`src/rtl/letreiro_scroll_decoder.sv`:
```
// Scrolling marquee for the three leftmost 7-segment digits: a 3-bit position counter
// and three active-low decoders showing consecutive characters of an 8-entry circular message.
module letreiro_scroll_decoder (
  input  logic       novo_clock1,
  input  logic       reset,
  output logic [2:0] pos,
  output logic [0:6] hex_a,
  output logic [0:6] hex_b,
  output logic [0:6] hex_c
);

  logic [2:0] r_q;
  logic [2:0] w_q_next;
  logic [2:0] w_idx_b;
  logic [2:0] w_idx_c;

  // Index 0 of each pattern is segment a; all patterns are active-low.
  function automatic logic [0:6] msg_char(input logic [2:0] idx);
    logic [0:6] seg;
    seg = 7'b1111111;
    unique case (idx)
      3'd0: seg = 7'b1001000; // H
      3'd1: seg = 7'b0110000; // E
      3'd2: seg = 7'b1110001; // L
      3'd3: seg = 7'b1110001; // L
      3'd4: seg = 7'b0000001; // O
      3'd5: seg = 7'b1111111;
      3'd6: seg = 7'b1111110; // -
      3'd7: seg = 7'b1111111;
      default: seg = 7'b1111111;
    endcase
    return seg;
  endfunction

  // Natural 3-bit wrap gives the circular message for free.
  assign w_q_next = r_q + 3'd1;
  assign w_idx_b  = r_q + 3'd1;
  assign w_idx_c  = r_q + 3'd2;

  always_ff @(posedge novo_clock1 or negedge reset) begin
    if (!reset) begin
      r_q <= 3'd0;
    end else begin
      r_q <= w_q_next;
    end
  end

  always_comb begin
    pos   = r_q;
    hex_a = msg_char(r_q);
    hex_b = msg_char(w_idx_b);
    hex_c = msg_char(w_idx_c);
  end

endmodule

```
`config.mk`:
```
export PLATFORM = sky130hd
export DESIGN_NAME = letreiro_scroll_decoder
export DESIGN_NICKNAME = d
export VERILOG_FILES = /design/src/rtl/letreiro_scroll_decoder.sv
export SDC_FILE = /design/constraint.sdc
export NUM_CORES = 1
export LEC_CHECK = 0
export ABC_CLOCK_PERIOD_IN_PS = 2000
export BUFFER_PORTS_ARGS = -buffer_cell sky130_fd_sc_hd__buf_2
export CAP_MARGIN = 10
export CORE_MARGIN = 2
export CORE_UTILIZATION = 28
export CTS_BUF_LIST = sky130_fd_sc_hd__clkbuf_16
export CTS_CLUSTER_SIZE = 20
export DETAILED_ROUTE_END_ITERATION = 8
export SETUP_SLACK_MARGIN = 0.15
export SLEW_MARGIN = 20
export SYNTH_ARGS = -nofsm -noshare
export SYNTH_HDL_FRONTEND = slang
export SYNTH_SLANG_ARGS = --single-unit
```
`constraint.sdc`:
```
create_clock -name novo_clock1 -period 2 [get_ports novo_clock1]
set_clock_uncertainty 0.15 [all_clocks]
set_input_delay 0.4 -clock novo_clock1 [delete_from_list [all_inputs] [get_ports novo_clock1]]
set_output_delay 0.4 -clock novo_clock1 [all_outputs]
set_load 0.02 [all_outputs]
```
* After elaboration in Yosys (flattened, before gate mapping)
Memories as Yosys holds them, arrays and structs flattened.
Index checks and enable logic that the tools add are counted.
Widths: inputs -> output; s select.
** Cells by class
- Add/sub/neg operators :: 2
** Operators by type and width (count)
- $add 3x1->3 const B :: 1
- $add 3x2->3 const B :: 1
** Word-level totals
- Flip-flop bits (word level) :: 3
- Bits in read-only memories :: 168
- Bits of input ports :: 2
- Output and inout bits :: 24
- Word-level logic and storage cells :: 6
- Memories :: 3
** Memory list
- (no name shown) :: depth 8, bits a word 7, read ports 1, clocked after Yosys merged registers in 0, wr ports 0, line 21 : unique case (idx)
- (no name shown) :: depth 8, bits a word 7, read ports 1, clocked after Yosys merged registers in 0, wr ports 0, line 21
- (no name shown) :: depth 8, bits a word 7, read ports 1, clocked after Yosys merged registers in 0, wr ports 0, line 21

* Logic depth before layout (Yosys ltp)
Gate-level depths: netlist of the first run.
An unclocked memory read counts as a cell.
- Word-level depth :: 2
- Gate-level depth with buffers :: 4
- Gate-level depth less buffers :: 4

* Worst setup path after synthesis of the first run
No wires, ideal clock.
- Path type :: register to output
- Start :: register r_q[1], in the netlist pos[1]
- End :: output port hex_b[4] in the netlist's numbering
- Data arrival time :: 1570 ps
- Data required time :: 1450 ps
- Path slack :: -120 ps
- Stages on the path, launching flop included :: 5
- Path buffers :: 1
- Cells stage by stage :: dfrtp_1 > ha_1 > xor2_4 > and2_1 > buf_4
** Between the ends
- Cells in the longest elaborated chain, start to end :: 2
** Ends and longest elaborated chain
- from (decl) :: line 12 : logic [2:0] r_q;
- from (signal assigned) :: line 44 : r_q <= w_q_next;
- $add 3x1->3 :: line 37 : assign w_idx_b = r_q + 3'd1;
- net w_idx_b[2] :: line 14 : logic [2:0] w_idx_b;
- $mem_v2 8x7
- to (decl) :: line 8 : output logic [0:6] hex_b,
The timed path passes the listed nets, and every way through them passes these cells.

* Worst setup path after layout of the first run
- Start :: register r_q[1], in the netlist pos[1]
- End :: output port hex_b[0] in the netlist's numbering
Same word-level chain as after synthesis.

==> flow_metrics.py, run 1 <==
metrics = {
    "floorplan": {
        "start_util_pct": 30.20,
        "die_y_um": 41.70,
        "fp.dieArea_sq_um": 1738,
        "core_sq_um": 1318,
        "die_w_um": 41.70,
        "num_io_pins": 26,
        "placementRows": 13,
    },
    "outcome": {
        "status": "complete, but fails checks",
        "violations": "negative setup slack",
    },
    "synthesis": {
        "synth-seq-area-share_pct": 18.87,
        "synth_top_area_cell": "ha_1",
        "synth.avg_cell_area_sq_um": 10.20,
        "synth-seq-cells": 3,
        "synthesis.nets": 48,
        "postSynth.asyncResetShare_pct": 100.0,
        "synth.mux.area_fraction_pct": 16.35,
        "yosysWarnings": 0,
        "syn_inst": 39,
        "synth.distinct_cells": 16,
        "synth.area.top_cells": "ha_1, dfrtp_1, mux2i_1",
        "synthAdderAreaFrac_pct": 24.53,
        "synth-simple-area-share_pct": 5.031,
        "synth_top_family_by_area": "adder cells",
        "yosysTopAreaCellShare_pct": 22.01,
        "synth_compound_area_share_pct": 4.403,
        "synth_xor_area_share_pct": 11.01,
        "synth_edf_count": 0,
        "syn_area_sq_um": 397.9,
        "synthFlopType": "dfrtp_1",
    },
    "final_layout": {
        "largest_reg_flops": 3,
        "fin_area_sq_um": 848.3,
        "layout-drive-gt1-share_pct": 82.89,
        "nFillCells": 110,
        "areaGrowthSynthToFinish_pct": 113.2,
        "diodes": 0,
        "layout.nets": 86,
    },
    "sta": {
        "slew_headroom_pct": 84.36,
        "setup_slack_ns": -0.05228,
        "final.period_utilization_pct": 102.6,
        "fin_crit_ns": 2.052,
        "rsz0062_at_grt": "yes",
        "setup_viol": 5,
        "final-hold-violation-count": 0,
        "fin_tns_setup_ns": -0.1581,
        "slew_viol_final": 0,
        "fmax_mhz": 487.3,
        "holdWs_ns": 0.3511,
        "tightest_slew_ns": 0.2346,
    },
    "power": {
        "power_density_nw_per_um2": 446.8,
        "power_uw": 379.1,
        "leakage_uw": 0.0004224,
        "peakVddDrop_uv": 590.0,
    },
    "global_routing": {
        "top_usage_layer": "met2",
        "use_met3_pct": 3.043,
        "grt_start_max_net_pins": 8,
        "grt_pass1_vias": 372,
        "grt_antenna_before_repair": 0,
        "grt.overflow.total": 0,
        "grt_pass1_wl_um": 1752,
        "grt_use_met1_pct": 14.17,
        "grt_util_all_layers_pct": 13.71,
        "grt_util_met2_pct": 24.06,
    },
    "placed_design": {
        "dpl-instance-area_sq_um": 533.0,
        "hpwlAfterDp_um": 670.5,
        "io_buffers": 25,
        "finalWeightedCongestion": 0.6721,
        "post-place-ws_ns": 0.1504,
    },
    "detailed_routing": {
        "viasPerCell": 4.187,
        "drtIter0Drc": 2,
        "drcViolationCount": 0,
        "totalWireLength_um": 1146,
        "drtPass1Iterations": 2,
        "wl_per_cell_um": 12.59,
        "antenna_left": 0,
        "dr_total_vias": 381,
    },
    "critical_path": {
        "crit_path_top_delay_cell": "dfrtp_2",
        "path_cells": "ha_4 -> xor2_4 -> mux2i_2 -> buf_4",
        "required_ns": 1.45,
        "cpPeakStageDelay_ns": 0.46,
        "crit_family": "flip-flops",
        "startpoint_type": "register",
        "endpoint_kind": "output pin",
        "path_max_fanout": 6,
        "criticalPathCategory": "register to output pin",
        "worstPathArrival_ns": 1.50,
        "cp_num_buf_inv": 1,
    },
    "cts": {
        "clk_path_buf_depth": 2,
        "clkSinkCount": 3,
        "htree_levels": 1,
        "numCtsBuffers": 3,
        "clk_latency_ns": 0.22,
        "clkSlewWorstSetupHoldPaths_ns": 0.03,
        "root_buffer": "clkbuf_16",
        "cts_tree": "built",
    },
    "job": {
        "cap_violations": 0,
    },
    "min_path": {
        "hold_path_class": "primary input to async pin",
    },
}
## power breakdown
group / switching (uW) / internal [uW]
Clock: 56.7 / 258
Sequential: 0 / 61.1
Combinational: 1.29 / 1.98
Total: 58.0 / 321
## final cells by class
cell class,count,area [sq um],area share (%)
multi-input cells,23,345.3,40.71
repair buffers,40,301.5,35.55
flip-flops and latches,3,78.83,9.292
clock buffers,3,75.07,8.850
inverters,6,25.02,2.950
well taps,15,18.77,2.212
clock inverters,1,3.754,0.4425
## metrics by stage
step	cells	util, %
global route	91	64.39
floorplan	39	-
global placement	74	40.46
CTS	88	58.02
finish	91	64.39
detailed placement	74	40.46
## placed cells by master, fill, tap and decap left out
cell,netlist,final
buf_2,0,14
buf_6,1,9
inv_1,6,5
mux2i_1,5,2
inv_2,0,1
ha_1,7,2
dfrtp_2,0,3
mux2i_2,0,3
buf_4,6,16
nor2b_2,0,1
xnor2_4,0,1
clkbuf_16,0,3
and2_2,0,1
ha_4,0,5
maj3_2,0,1
mux2_4,1,1
a21oi_2,0,1
dlygate4sd3_1,0,1
xor2_4,1,1
nor2_4,0,1
a21o_1,1,1
inv_4,0,1
o21ai_1,0,1
nor2_1,2,1
## cells in the mapped netlist (all sizes together) (2+ instances only)
master,instances
inv,6
mux2i,5
nor2,2
dfrtp,3
buf,7
ha,7
## path summary, 6_finish.rpt
check | startpoint | end | slack [ns] | cells past startpoint
worst max-delay path | pos[1]$_DFF_PN0_ | hex_b[0] | -0.05 | 4
worst min register to register | pos[0]$_DFF_PN0_ | pos[0]$_DFF_PN0_ | 0.42 | 1
max in group asynchronous | reset | pos[1]$_DFF_PN0_ | 1.23 | 2
worst min-delay path | reset | pos[2]$_DFF_PN0_ | 0.35 | 2
worst max register to register | pos[1]$_DFF_PN0_ | pos[2]$_DFF_PN0_ | 0.77 | 3
min in group novo_clock1 | pos[0]$_DFF_PN0_ | pos[0]$_DFF_PN0_ | 0.42 | 1
## kinds of logic (layout without fill, tap and decap cells)
group                    after synthesis  after routing
AO/OA/AOI/OAI                          3              3
XOR/XNOR                               2              2
adder cells (fa/ha/maj)                8              8
buffers and inverters                 13             50
flip-flops                             3              3
multiplexers                           6              6
AND/OR/NAND/NOR                        4              4
## per-layer routing
layer  part of all wire, %  vias up
li1                      -      190
met1                    37      173
met2                    56       16
met3                   5.4        2
met4                   1.5        0
met5                     0        -
## timing repair
item,CTS,global route
pin swaps,1,2
resized for setup,23,13
hold buffers,1,0
setup endpoints to repair,17,21
setup buffers,9,4
hold endpoints to repair,3,0
Power figures use the tool's default switching activity.
==> run 2, diff against run 1 <==
ABC_CLOCK_PERIOD_IN_PS = 2400   (was 2000)
clock period = 2.4 ns   (was 2 ns; I/O delays follow)
==> flow_metrics.py, run 2 (synthesis gave the netlist of run 1 again) <==
metrics = {
    "cts": {
        "clkSlewWorstSetupHoldPaths_ns": 0.03,
        "clk_path_buf_depth": 2,
        "numCtsBuffers": 3,
        "clk_latency_ns": 0.22,
        "htree_levels": 1,
        "root_buffer": "clkbuf_16",
        "clkSinkCount": 3,
        "cts_tree": "built",
    },
    "global_routing": {
        "grt_antenna_before_repair": 0,
        "grt_pass1_wl_um": 1331,
        "grt_util_all_layers_pct": 10.14,
        "grt_start_max_net_pins": 12,
        "grt_util_met2_pct": 15.31,
        "grt_pass1_vias": 294,
        "top_usage_layer": "met2",
        "grt_use_met1_pct": 12.66,
        "grt.overflow.total": 0,
        "use_met3_pct": 1.739,
    },
    "placed_design": {
        "post-place-ws_ns": 0.2850,
        "io_buffers": 25,
        "hpwlAfterDp_um": 610.1,
        "finalWeightedCongestion": 0.7166,
    },
    "critical_path": {
        "worstPathArrival_ns": 1.53,
        "timing.reg2reg.setup_slack_ns": 1.25,
        "endpoint_kind": "output pin",
        "criticalPathCategory": "register to output pin",
        "reg2reg_depth": 2,
        "path_max_fanout": 6,
        "regToRegStartpoint": "pos[1]$_DFF_PN0_",
        "rr_endpoint": "pos[2]$_DFF_PN0_",
        "required_ns": 1.77,
        "startpoint_type": "register",
    },
    "floorplan": {
        "die_w_um": 41.70,
        "die_y_um": 41.70,
        "core_sq_um": 1318,
        "placementRows": 13,
        "num_io_pins": 26,
        "start_util_pct": 30.20,
        "fp.dieArea_sq_um": 1738,
    },
    "sta": {
        "setup_slack_ns": 0.2412,
        "setup_viol": 0,
        "slew_viol_final": 0,
        "rsz0062_at_grt": "no",
        "slew_headroom_pct": 80.93,
        "fmax_mhz": 463.2,
        "fin_tns_setup_ns": 0,
        "fin_crit_ns": 2.159,
        "final.period_utilization_pct": 89.95,
        "tightest_slew_ns": 0.2861,
        "final-hold-violation-count": 0,
        "holdWs_ns": 0.3924,
    },
    "min_path": {
        "holdPathEnd": "pos[0]$_DFF_PN0_",
        "hp-start": "pos[0]$_DFF_PN0_",
        "hold_path_class": "register to register",
        "holdPathStages": 1,
    },
    "power": {
        "peakVddDrop_uv": 495.1,
        "power_frac_comb_pct": 0.9,
        "power.internal_uw": 267.3,
        "power_density_nw_per_um2": 535.2,
        "p_sw_uw": 46.04,
        "pwr-share-seq_pct": 16.3,
        "leakage_uw": 0.0003284,
        "p_sw_share_pct": 14.69,
        "clockPowerShare_pct": 82.8,
        "power_uw": 313.4,
    },
    "detailed_routing": {
        "drcViolationCount": 0,
        "dr_total_vias": 318,
        "wl_per_cell_um": 10.55,
        "drtIter0Drc": 3,
        "viasPerCell": 4.077,
        "totalWireLength_um": 823,
        "antenna_left": 0,
        "drtPass1Iterations": 2,
    },
    "final_layout": {
        "largest_reg_flops": 3,
        "layout-drive-gt1-share_pct": 58.73,
        "diodes": 0,
        "fin_util_pct": 44.44,
        "final_common_cell": "buf_2",
        "layout.nets": 73,
        "areaGrowthSynthToFinish_pct": 47.17,
        "mostFrequentLayoutCells": "buf_2, inv_1, ha_1",
    },
    "outcome": {
        "status": "finished, final reports clean",
    },
    "job": {
        "cap_violations": 0,
    },
}
[run 2: cell count changes in the layout (fill, tap and decap cells not counted), moves of 3 or more]
cell / previous run / this run
mux2i_2: 3 / 0
buf_4: 16 / 0
ha_1: 2 / 6
mux2i_1: 2 / 5
buf_6: 9 / 0
ha_4: 5 / 0
buf_2: 14 / 25
[run 2: stage by stage]
| step | area [sq um] | cells |
|---|---|---|
| final | 585.6 | 78 |
| after global routing | 585.6 | 78 |
| after CTS | 578.1 | 77 |
| after detailed placement | 485.5 | 72 |
| after global placement | 485.5 | 72 |
| after floorplan | 397.9 | 39 |
[run 2: critical path, stage by stage, from the launching register on]
cell,delay [ns]
dfrtp_2,0.43
ha_2,0.26
xor2_4,0.21
mux2i_1,0.22
buf_2,0.19
[run 2: power by group through the flow]
| stage | combinational (uW) | clock [uW] | sequential [uW] |
|---|---|---|---|
| global route | 3.23 | 268 | 50.9 |
| detailed placement | 1.49 | 0 | 51.5 |
| floorplan | 0.000180 | 0 | 51.5 |
| CTS | 2.70 | 265 | 50.9 |
| finish | 2.87 | 260 | 50.9 |
| global placement | 1.48 | 0 | 51.5 |
[run 2: area by class of cell]
class                           instances  area [sq um]
Fill cell                             139         732.0
Multi-Input combinational cell         23         246.5
Timing Repair Buffer                   27         140.1
Sequential cell                         3         78.83
Clock buffer                            3         75.07
Inverter                                6         22.52
Tap cell                               15         18.77
Clock inverter                          1         3.754
[run 2: how the worst max path moves through the flow]
stage                           startpoint        to  cells past startpoint  slack (ns)
after floorplan           pos[1]$_DFF_PN0_  hex_b[4]                      4        0.20
after global placement    pos[1]$_DFF_PN0_  hex_b[0]                      4        0.35
after detailed placement  pos[1]$_DFF_PN0_  hex_b[0]                      4        0.29
after CTS                 pos[0]$_DFF_PN0_  hex_c[3]                      5        0.17
after global routing      pos[1]$_DFF_PN0_  hex_b[6]                      4        0.18
final                     pos[1]$_DFF_PN0_  hex_b[0]                      4        0.24
[run 2: metal layers]
layer	part of all wire (%)	wire length, um
met4	0	0
met1	47	390
met3	7.3	60
met2	45	373
met5	0	0
[run 2: what timing repair did]
action | CTS | global route
hold endpoints to repair | 3 | 0
resized for setup | 2 | 3
setup buffers | 0 | 1
hold buffers | 1 | 0
endpoints found under the setup margin | 4 | 3
==> run 3, diff against run 2 <==
CTS_BUF_LIST = unset   (was sky130_fd_sc_hd__clkbuf_16)
CTS_CLUSTER_DIAMETER = 150   (was unset)
==> flow_metrics.py, run 3 (synthesis gave the netlist of run 1 again) <==
metrics = {
    "outcome": {
        "status": "finished, final reports clean",
    },
    "critical_path": {
        "crit_family": "flip-flops",
        "required_ns": 1.77,
        "startpoint_type": "register",
        "reg2reg_depth": 2,
        "path_max_fanout": 6,
        "path_cells": "ha_2 -> xor2_4 -> mux2i_1 -> buf_2",
        "endpoint_kind": "output pin",
        "cp_num_buf_inv": 1,
        "timing.reg2reg.setup_slack_ns": 1.25,
        "criticalPathCategory": "register to output pin",
        "crit_path_top_delay_cell": "dfrtp_2",
        "rr_endpoint": "pos[2]$_DFF_PN0_",
        "cpPeakStageDelay_ns": 0.43,
        "regToRegStartpoint": "pos[1]$_DFF_PN0_",
        "worstPathArrival_ns": 1.53,
    },
    "floorplan": {
        "num_io_pins": 26,
        "die_y_um": 41.70,
        "fp.dieArea_sq_um": 1738,
        "start_util_pct": 30.20,
        "placementRows": 13,
        "core_sq_um": 1318,
        "die_w_um": 41.70,
    },
    "placed_design": {
        "post-place-ws_ns": 0.2850,
        "dpl-instance-area_sq_um": 485.5,
        "hpwlAfterDp_um": 610.1,
        "finalWeightedCongestion": 0.7166,
        "io_buffers": 25,
    },
    "final_layout": {
        "final_common_cell": "buf_2",
        "largest_reg_flops": 3,
        "areaGrowthSynthToFinish_pct": 33.96,
        "regArea_sq_um": 78.83,
        "fin_util_pct": 40.46,
        "fin_area_sq_um": 533.0,
        "nFillCells": 143,
        "layout-drive-gt1-share_pct": 58.73,
        "mostFrequentLayoutCells": "buf_2, ha_1, inv_1, mux2i_1",
        "diodes": 0,
        "layout.nets": 73,
        "multi_input_area_sq_um": 246.5,
    },
    "job": {
        "cap_violations": 0,
    },
    "power": {
        "power_density_nw_per_um2": 259.7,
        "leakage_uw": 0.0003011,
        "peakVddDrop_uv": 212.9,
    },
    "sta": {
        "fin_tns_setup_ns": 0,
        "rsz0062_at_grt": "no",
        "setup_slack_ns": 0.2373,
        "slew_viol_final": 0,
        "fin_crit_ns": 2.163,
        "final-hold-violation-count": 0,
        "final.period_utilization_pct": 90.11,
        "setup_viol": 0,
        "tightest_slew_ns": 0.2842,
        "fmax_mhz": 462.4,
        "slew_headroom_pct": 81.05,
        "holdWs_ns": 0.3920,
    },
    "min_path": {
        "hold_path_class": "register to register",
        "holdPathStages": 1,
        "holdPathEnd": "pos[0]$_DFF_PN0_",
        "hp-start": "pos[0]$_DFF_PN0_",
    },
    "global_routing": {
        "grt_start_max_net_pins": 12,
        "grt.overflow.total": 0,
        "grt_antenna_before_repair": 0,
        "grt_pass1_vias": 291,
        "grt_pass1_wl_um": 1269,
        "grt_util_all_layers_pct": 9.336,
    },
    "cts": {
        "clk_latency_ns": 0.23,
        "clkSinkCount": 3,
        "numCtsBuffers": 3,
        "cts_tree": "built",
        "root_buffer": "clkbuf_4",
        "clk_path_buf_depth": 2,
        "htree_levels": 1,
        "clkSlewWorstSetupHoldPaths_ns": 0.04,
    },
    "detailed_routing": {
        "totalWireLength_um": 772,
        "antenna_left": 0,
        "drtIter0Drc": 1,
        "dr_total_vias": 320,
        "viasPerCell": 4.103,
        "drtPass1Iterations": 2,
        "drcViolationCount": 0,
        "wl_per_cell_um": 9.897,
    },
}
run 3: cell count changes in the layout (fill, tap and decap cells not counted):
cell	before	now
clkbuf_1	0	1
clkbuf_4	0	3
inv_1	6	5
clkbuf_16	3	0
run 3: metrics by stage:
step	total power, uW	std cells
detailed placement	52.99	72
finish	138.4	78
CTS	143.4	77
global route	148.4	78
floorplan	51.52	39
global placement	52.98	72
run 3: timing repair:
action                                  4_1_cts  5_1_grt
gates cloned                                  0        0
resized for setup                             2        3
buffers inserted                              0        1
hold buffers                                  1        0
endpoints found under the setup margin        5        7
endpoints found under the hold margin         3        0
run 3: layer usage:
metal	vias up	track usage, %	part of all wire (%)
met2	17	15.00	45
met3	0	1.739	7.1
met1	141	12.14	47
met5	-	0	0
met4	0	3.871	0
li1	162	-	-
run 3: where the power goes:
group	switching, uW	leakage, uW	total (uW)	internal (uW)
combinational	1.05	0.000252	2.70	1.65
sequential	0	0.0000342	50.9	50.9
clock	22.8	0.0000150	84.8	62.1
total	23.8	0.000301	138	115
run 3: cell type report:
type                    instances  area share (%)
clock buffers                   4           4.930
repair buffers                 27           26.29
multi-input cells              23           46.24
flip-flops and latches          3           14.79
inverters                       6           4.225
well taps                      15           3.521
run 3: worst register-to-register path, stage by stage, from the launching register on:
cell and delay (ns):
dfrtp_2 0.43, ha_2 0.26, xor2_4 0.21
run 3: worst max path at each step:
stage	start	end	slack [ns]	depth (start not counted)
2_1_floorplan	pos[1]$_DFF_PN0_	hex_b[4]	0.20	4
3_3_place_gp	pos[1]$_DFF_PN0_	hex_b[0]	0.35	4
3_5_place_dp	pos[1]$_DFF_PN0_	hex_b[0]	0.29	4
4_1_cts	pos[0]$_DFF_PN0_	hex_c[3]	0.16	5
5_1_grt	pos[1]$_DFF_PN0_	hex_b[6]	0.16	4
6_report	pos[1]$_DFF_PN0_	hex_b[0]	0.24	4
